### src/rtl/cpu_run_sequencer.sv
// cpu_run_sequencer: launches one CPU program run.
// It writes operands A and B into data memory, holds Start, waits for Ack
// (with a timeout), reads the result back and reports Pass/TimedOut/Cycles.
// Every output comes straight from a flop. Outputs are decoded from the next
// state, so they are valid during the cycle the FSM spends in that state.
module cpu_run_sequencer #(
   parameter logic [7:0]  ADDR_A     = 8'd1,
   parameter logic [7:0]  ADDR_B     = 8'd2,
   parameter logic [7:0]  ADDR_R     = 8'd3,
   parameter int          START_HOLD = 2,
   parameter logic [15:0] TIMEOUT    = 16'd4000
) (
   input  logic        Clk_i,
   input  logic        Reset_i,
   input  logic        Go_i,
   input  logic [7:0]  OpA_i,
   input  logic [7:0]  OpB_i,
   input  logic [7:0]  Expected_i,
   input  logic        Ack_i,
   input  logic [7:0]  MemDataIn_i,
   output logic        Start_o,
   output logic [7:0]  MemAddr_o,
   output logic        MemWrite_o,
   output logic [7:0]  MemDataOut_o,
   output logic        Busy_o,
   output logic        Done_o,
   output logic        Pass_o,
   output logic        TimedOut_o,
   output logic [7:0]  Result_o,
   output logic [15:0] Cycles_o
);

   typedef enum logic [2:0] {
      IDLE, WR_A, WR_B, HOLD, WAIT_ACK, RD_ADDR, RD_DATA, REPORT
   } state_t;

   state_t      state_q, state_d;
   logic        armed_q, armed_d;
   logic [3:0]  hold_cnt_q, hold_cnt_d;
   logic [7:0]  op_a_q, op_a_d;
   logic [7:0]  op_b_q, op_b_d;
   logic [7:0]  expected_q, expected_d;
   logic        start_q, start_d;
   logic [7:0]  mem_addr_q, mem_addr_d;
   logic        mem_write_q, mem_write_d;
   logic [7:0]  mem_data_out_q, mem_data_out_d;
   logic        busy_q, busy_d;
   logic        done_q, done_d;
   logic        pass_q, pass_d;
   logic        timed_out_q, timed_out_d;
   logic [7:0]  result_q, result_d;
   logic [15:0] cycles_q, cycles_d;

   // State, captured operands and registered outputs; reset forces everything idle.
   always_ff @(posedge Clk_i or posedge Reset_i) begin
      if (Reset_i) begin
         state_q        <= IDLE;
         armed_q        <= 1'b0;
         hold_cnt_q     <= 4'd0;
         op_a_q         <= 8'd0;
         op_b_q         <= 8'd0;
         expected_q     <= 8'd0;
         start_q        <= 1'b0;
         mem_addr_q     <= 8'd0;
         mem_write_q    <= 1'b0;
         mem_data_out_q <= 8'd0;
         busy_q         <= 1'b0;
         done_q         <= 1'b0;
         pass_q         <= 1'b0;
         timed_out_q    <= 1'b0;
         result_q       <= 8'd0;
         cycles_q       <= 16'd0;
      end else begin
         state_q        <= state_d;
         armed_q        <= armed_d;
         hold_cnt_q     <= hold_cnt_d;
         op_a_q         <= op_a_d;
         op_b_q         <= op_b_d;
         expected_q     <= expected_d;
         start_q        <= start_d;
         mem_addr_q     <= mem_addr_d;
         mem_write_q    <= mem_write_d;
         mem_data_out_q <= mem_data_out_d;
         busy_q         <= busy_d;
         done_q         <= done_d;
         pass_q         <= pass_d;
         timed_out_q    <= timed_out_d;
         result_q       <= result_d;
         cycles_q       <= cycles_d;
      end
   end

   // Next-state logic plus output decode from the next state.
   always_comb begin
      state_d        = state_q;
      // armed_q stays low for the first edge after reset release so a Go
      // present while Reset falls is not taken as a launch request.
      armed_d        = 1'b1;
      hold_cnt_d     = hold_cnt_q;
      op_a_d         = op_a_q;
      op_b_d         = op_b_q;
      expected_d     = expected_q;
      busy_d         = busy_q;
      done_d         = done_q;
      pass_d         = pass_q;
      timed_out_d    = timed_out_q;
      result_d       = result_q;
      cycles_d       = cycles_q;
      start_d        = 1'b0;
      mem_addr_d     = 8'd0;
      mem_write_d    = 1'b0;
      mem_data_out_d = 8'd0;

      case (state_q)
         IDLE, REPORT: begin
            if (Go_i && armed_q) begin
               state_d     = WR_A;
               op_a_d      = OpA_i;
               op_b_d      = OpB_i;
               expected_d  = Expected_i;
               busy_d      = 1'b1;
               done_d      = 1'b0;
               pass_d      = 1'b0;
               timed_out_d = 1'b0;
               cycles_d    = 16'd0;
            end
         end
         WR_A: state_d = WR_B;
         WR_B: begin
            state_d    = HOLD;
            hold_cnt_d = 4'd0;
         end
         HOLD: begin
            if (hold_cnt_q == 4'(START_HOLD - 1)) begin
               state_d = WAIT_ACK;
            end else begin
               hold_cnt_d = hold_cnt_q + 4'd1;
            end
         end
         WAIT_ACK: begin
            // Ack is checked first so it wins over a simultaneous timeout.
            if (Ack_i) begin
               state_d = RD_ADDR;
            end else begin
               cycles_d = cycles_q + 16'd1;
               if (cycles_d == TIMEOUT) begin
                  state_d     = REPORT;
                  timed_out_d = 1'b1;
                  pass_d      = 1'b0;
                  result_d    = 8'd0;
                  done_d      = 1'b1;
                  busy_d      = 1'b0;
               end
            end
         end
         RD_ADDR: state_d = RD_DATA;
         RD_DATA: begin
            state_d  = REPORT;
            result_d = MemDataIn_i;
            pass_d   = (MemDataIn_i == expected_q);
            done_d   = 1'b1;
            busy_d   = 1'b0;
         end
         default: state_d = IDLE;
      endcase

      case (state_d)
         WR_A: begin
            start_d        = 1'b1;
            mem_addr_d     = ADDR_A;
            mem_write_d    = 1'b1;
            mem_data_out_d = op_a_d;
         end
         WR_B: begin
            start_d        = 1'b1;
            mem_addr_d     = ADDR_B;
            mem_write_d    = 1'b1;
            mem_data_out_d = op_b_d;
         end
         HOLD:             start_d    = 1'b1;
         RD_ADDR, RD_DATA: mem_addr_d = ADDR_R;
         default:          start_d    = 1'b0;
      endcase
   end

   assign Start_o      = start_q;
   assign MemAddr_o    = mem_addr_q;
   assign MemWrite_o   = mem_write_q;
   assign MemDataOut_o = mem_data_out_q;
   assign Busy_o       = busy_q;
   assign Done_o       = done_q;
   assign Pass_o       = pass_q;
   assign TimedOut_o   = timed_out_q;
   assign Result_o     = result_q;
   assign Cycles_o     = cycles_q;

endmodule
### config.mk
export PLATFORM = sky130hd
export DESIGN_NAME = cpu_run_sequencer
export DESIGN_NICKNAME = d
export VERILOG_FILES = /design/src/rtl/cpu_run_sequencer.sv
export SDC_FILE = /design/constraint.sdc
export NUM_CORES = 1
export LEC_CHECK = 0
export CAP_MARGIN = 0
export CORE_MARGIN = 2
export CORE_UTILIZATION = 53
export DETAILED_ROUTE_END_ITERATION = 10
export PLACE_DENSITY = 0.85
export REMOVE_ABC_BUFFERS = 1
export SYNTH_ARGS = -nofsm -noshare
export SYNTH_HDL_FRONTEND = slang
export SYNTH_SLANG_ARGS = --single-unit
### constraint.sdc
create_clock -name Clk_i -period 6.1 [get_ports Clk_i]
set_input_delay 1.83 -clock Clk_i [delete_from_list [all_inputs] [get_ports Clk_i]]
set_output_delay 1.83 -clock Clk_i [all_outputs]
set_load 0.02 [all_outputs]
==> flow_metrics.env <==
export IMPL_status="complete, no violations"
export IMPL_worstMarginPinSlew_ns=1.21
export IMPL_antenna_found_initial=0
export IMPL_fillers=453
export IMPL_critPathLaunchType="input pin"
export IMPL_avgSynthCellArea_um2=9.09
export IMPL_dieArea_um2=6840
export IMPL_crit_path_end_kind="register"
export IMPL_grt_usage=0.261
export IMPL_cts_tree="built"
export IMPL_root_buffer="clkbuf_8"
export IMPL_synth_area_um2=3280
export IMPL_cts_sinks=64
export IMPL_hold_path_class="register to register"
export IMPL_die_y_um=82.7
export IMPL_wire_per_inst_um=16.7
export IMPL_ios=82
export IMPL_fp_coreArea_um2=5960
export IMPL_synthCells=361
export IMPL_powerDensity_nw_per_um2=395
export IMPL_antenna_cells=0
export IMPL_finalWirelength_um=8450
export IMPL_via_per_inst=5.84
export IMPL_yosys_area_top_type="dfrtp_1"
export IMPL_layout_common_cells="80 x nand2_1, 75 x clkdlybuf4s50_1, 64 x dfrtp_1"
export IMPL_path_cells="clkdlybuf4s50_1 -> inv_1 -> nand2_1 -> o21ai_0 -> a21oi_1 -> o21ai_0 -> o31ai_1"
export IMPL_seqPwrFrac=0.398
export IMPL_dp_hpwl_um=5700
export IMPL_postLayoutCellArea_um2=4250
export IMPL_required_ns=6.34
export IMPL_dp_slack_ns=2.03
export IMPL_finalHoldViolations=0
export IMPL_rows=28
export IMPL_p_leak_nw=1.88
export IMPL_synth_edf_count=0
export IMPL_seq_area_um2=1600
export IMPL_drive_above_1_share=0.0625
export IMPL_cp_top_family="compound AO/OA/AOI/OAI gates"
export IMPL_crit_path_top_delay_cell="a21oi_1"
export IMPL_vias=2962
export IMPL_worst_slack_ns=2.30
export IMPL_share_comb_of_total_power=0.367
export IMPL_worstPathArrival_ns=4.03
export IMPL_swShare=0.365
export IMPL_ir_drop_uv=222
export IMPL_grt_max_degree=65
export IMPL_worstSetupPathType="input pin to register"
export IMPL_p_sw_mw=0.613
export IMPL_slowest_delay_ns=0.97
export IMPL_async_flop_share=1.00
export IMPL_yosysUniqueCellTypes=54
export IMPL_total_power_mw=1.68
export IMPL_start_util=0.551
export IMPL_max_freq_mhz=263
export IMPL_final_common_cell="nand2_1"
export IMPL_area_growth_pct=29.5
export IMPL_final_setup_viol_count=0
export IMPL_first_global_vias=2882
export IMPL_hold_buffers=0
export IMPL_finClkSkew_ns=0.00926
export IMPL_cts_made_buffers=9
export IMPL_period_needed_ns=3.80
export IMPL_gp_congestion=0.865
export IMPL_cpMostUsedCell="o21ai_0"
export IMPL_clkTransAtPathRegs_ns=0.06
export IMPL_cts_resized=0
export IMPL_drc=0
export IMPL_clock_latency_ns=0.34
export IMPL_synth_area_leaders="dfrtp_1 49%, nand2_1 9.1%, o21ai_0 3.8%, a22o_1 2.9%, a21oi_1 2.4%"
export IMPL_final_setup_tns_ns=0
export IMPL_finalCritPeriodShare=0.622
export IMPL_netlist_area_leader_share=0.488
export IMPL_die_w_um=82.7
export IMPL_cp_num_buf_inv=2
export IMPL_grt_pass1_wl_um=13400
export IMPL_synth_seq_area_share=0.488
export IMPL_ant_nets=0
export IMPL_synth_flop_cell="dfrtp_1"
export IMPL_crit_fanout=17
export IMPL_whs_ns=0.483
export IMPL_dr_pass1_iters=5
export IMPL_overflow=0
export IMPL_fin_nets=469
export IMPL_rsz0062_at_grt="false"
export IMPL_internal_power_mw=1.07
export IMPL_multi_input_area_um2=1530
export IMPL_cap_viol_max_count=0
export IMPL_portBuffers=75
export IMPL_cts_setup_buffers=0
export IMPL_ctsLongestPathBuffers=2
export IMPL_place_area_um2=4040
export IMPL_synth_warnings=0
export IMPL_ys_ff_latch=64
export IMPL_slew_violations=0
export IMPL_htreeDepth=3
export IMPL_first_iter_violations=285
export IMPL_p_clk_frac=0.236
export IMPL_relSlewSlack=0.191
-- worst min-delay path, stage by stage, from the launching register on --
cell     delay, ns
dfrtp_1       0.33
nand2_1       0.05
nand2_1       0.07
-- Yosys cell counts (all sizes together) (8+ instances only) --
master / number
a21oi: 18
a22o: 11
a32o: 8
buf: 11
clkbuf: 16
dfrtp: 64
inv: 9
nand2: 80
nand3: 10
nor2: 20
o21ai: 29
xor2: 9
-- final timing paths --
path | slack (ns) | depth (start not counted) | from | to
worst max-delay path | 2.30 | 7 | Ack_i | Cycles_o[7]$_DFFE_PP0P_
max in group asynchronous | 3.51 | 3 | Reset_i | Busy_o$_DFFE_PP0P_
worst min-delay path | 0.48 | 2 | op_b_q[1]$_DFF_PP0_ | op_b_q[1]$_DFF_PP0_
worst max register to register | 2.84 | 11 | Cycles_o[0]$_DFFE_PP0P_ | MemAddr_o[1]$_DFF_PP0_
worst min register to register | 0.48 | 2 | op_b_q[1]$_DFF_PP0_ | op_b_q[1]$_DFF_PP0_
min in group asynchronous | 2.07 | 3 | Reset_i | expected_q[6]$_DFFE_PP0P_
-- through the flow --
step / cells / utilization
2_1_floorplan: 339 / -
3_5_place_dp: 493 / 0.679
4_1_cts: 507 / 0.714
5_1_grt: 507 / 0.714
6_report: 507 / 0.714
3_3_place_gp: 493 / 0.679
-- metal layers --
metal | GRT usage | wire length (um) | vias up
met5 | 0 | 0 | -
met4 | 0.100 | 154 | 0
met3 | 0.0467 | 383 | 14
met2 | 0.450 | 4350 | 104
met1 | 0.327 | 3570 | 1449
li1 | - | - | 1395
-- power groups by stage --
stage | Combinational [mW] | Sequential (mW) | Clock (mW)
CTS | 0.619 | 0.666 | 0.399
floorplan | 0.314 | 0.718 | 0
detailed placement | 0.615 | 0.670 | 0
global route | 0.686 | 0.682 | 0.419
finish | 0.616 | 0.668 | 0.396
global placement | 0.585 | 0.663 | 0
-- area by class of cell --
cell class | count | area share
timing repair buffer | 79 | 0.184
sequential | 64 | 0.377
multi-input combinational | 266 | 0.361
inverter | 9 | 0.00794
clock buffer | 11 | 0.0332
tap | 75 | 0.0221
clock inverter | 3 | 0.0159
-- registers in the layout, summed over array words and instances, names as in the netlist, 2 cells and up --
| signal | cells |
|---|---|
| Cycles_o | 16 |
| MemAddr_o | 2 |
| MemDataOut_o | 8 |
| Result_o | 8 |
| expected_q | 8 |
| hold_cnt_q | 4 |
| op_b_q | 8 |
| state_q | 3 |
-- cells by family after synthesis --
logic type,count (synthesis),share of synthesized area
and+or+nand+nor,155,0.227
AOI/OAI and AO/OA,88,0.185
DFF,64,0.488
buffers and inverters,36,0.0507
xor gates and xnor gates,11,0.0293
adders and majority gates,4,0.0152
other,2,0.00229
muxes,1,0.00305
Note: power is estimated with default switching activity, not from simulation.
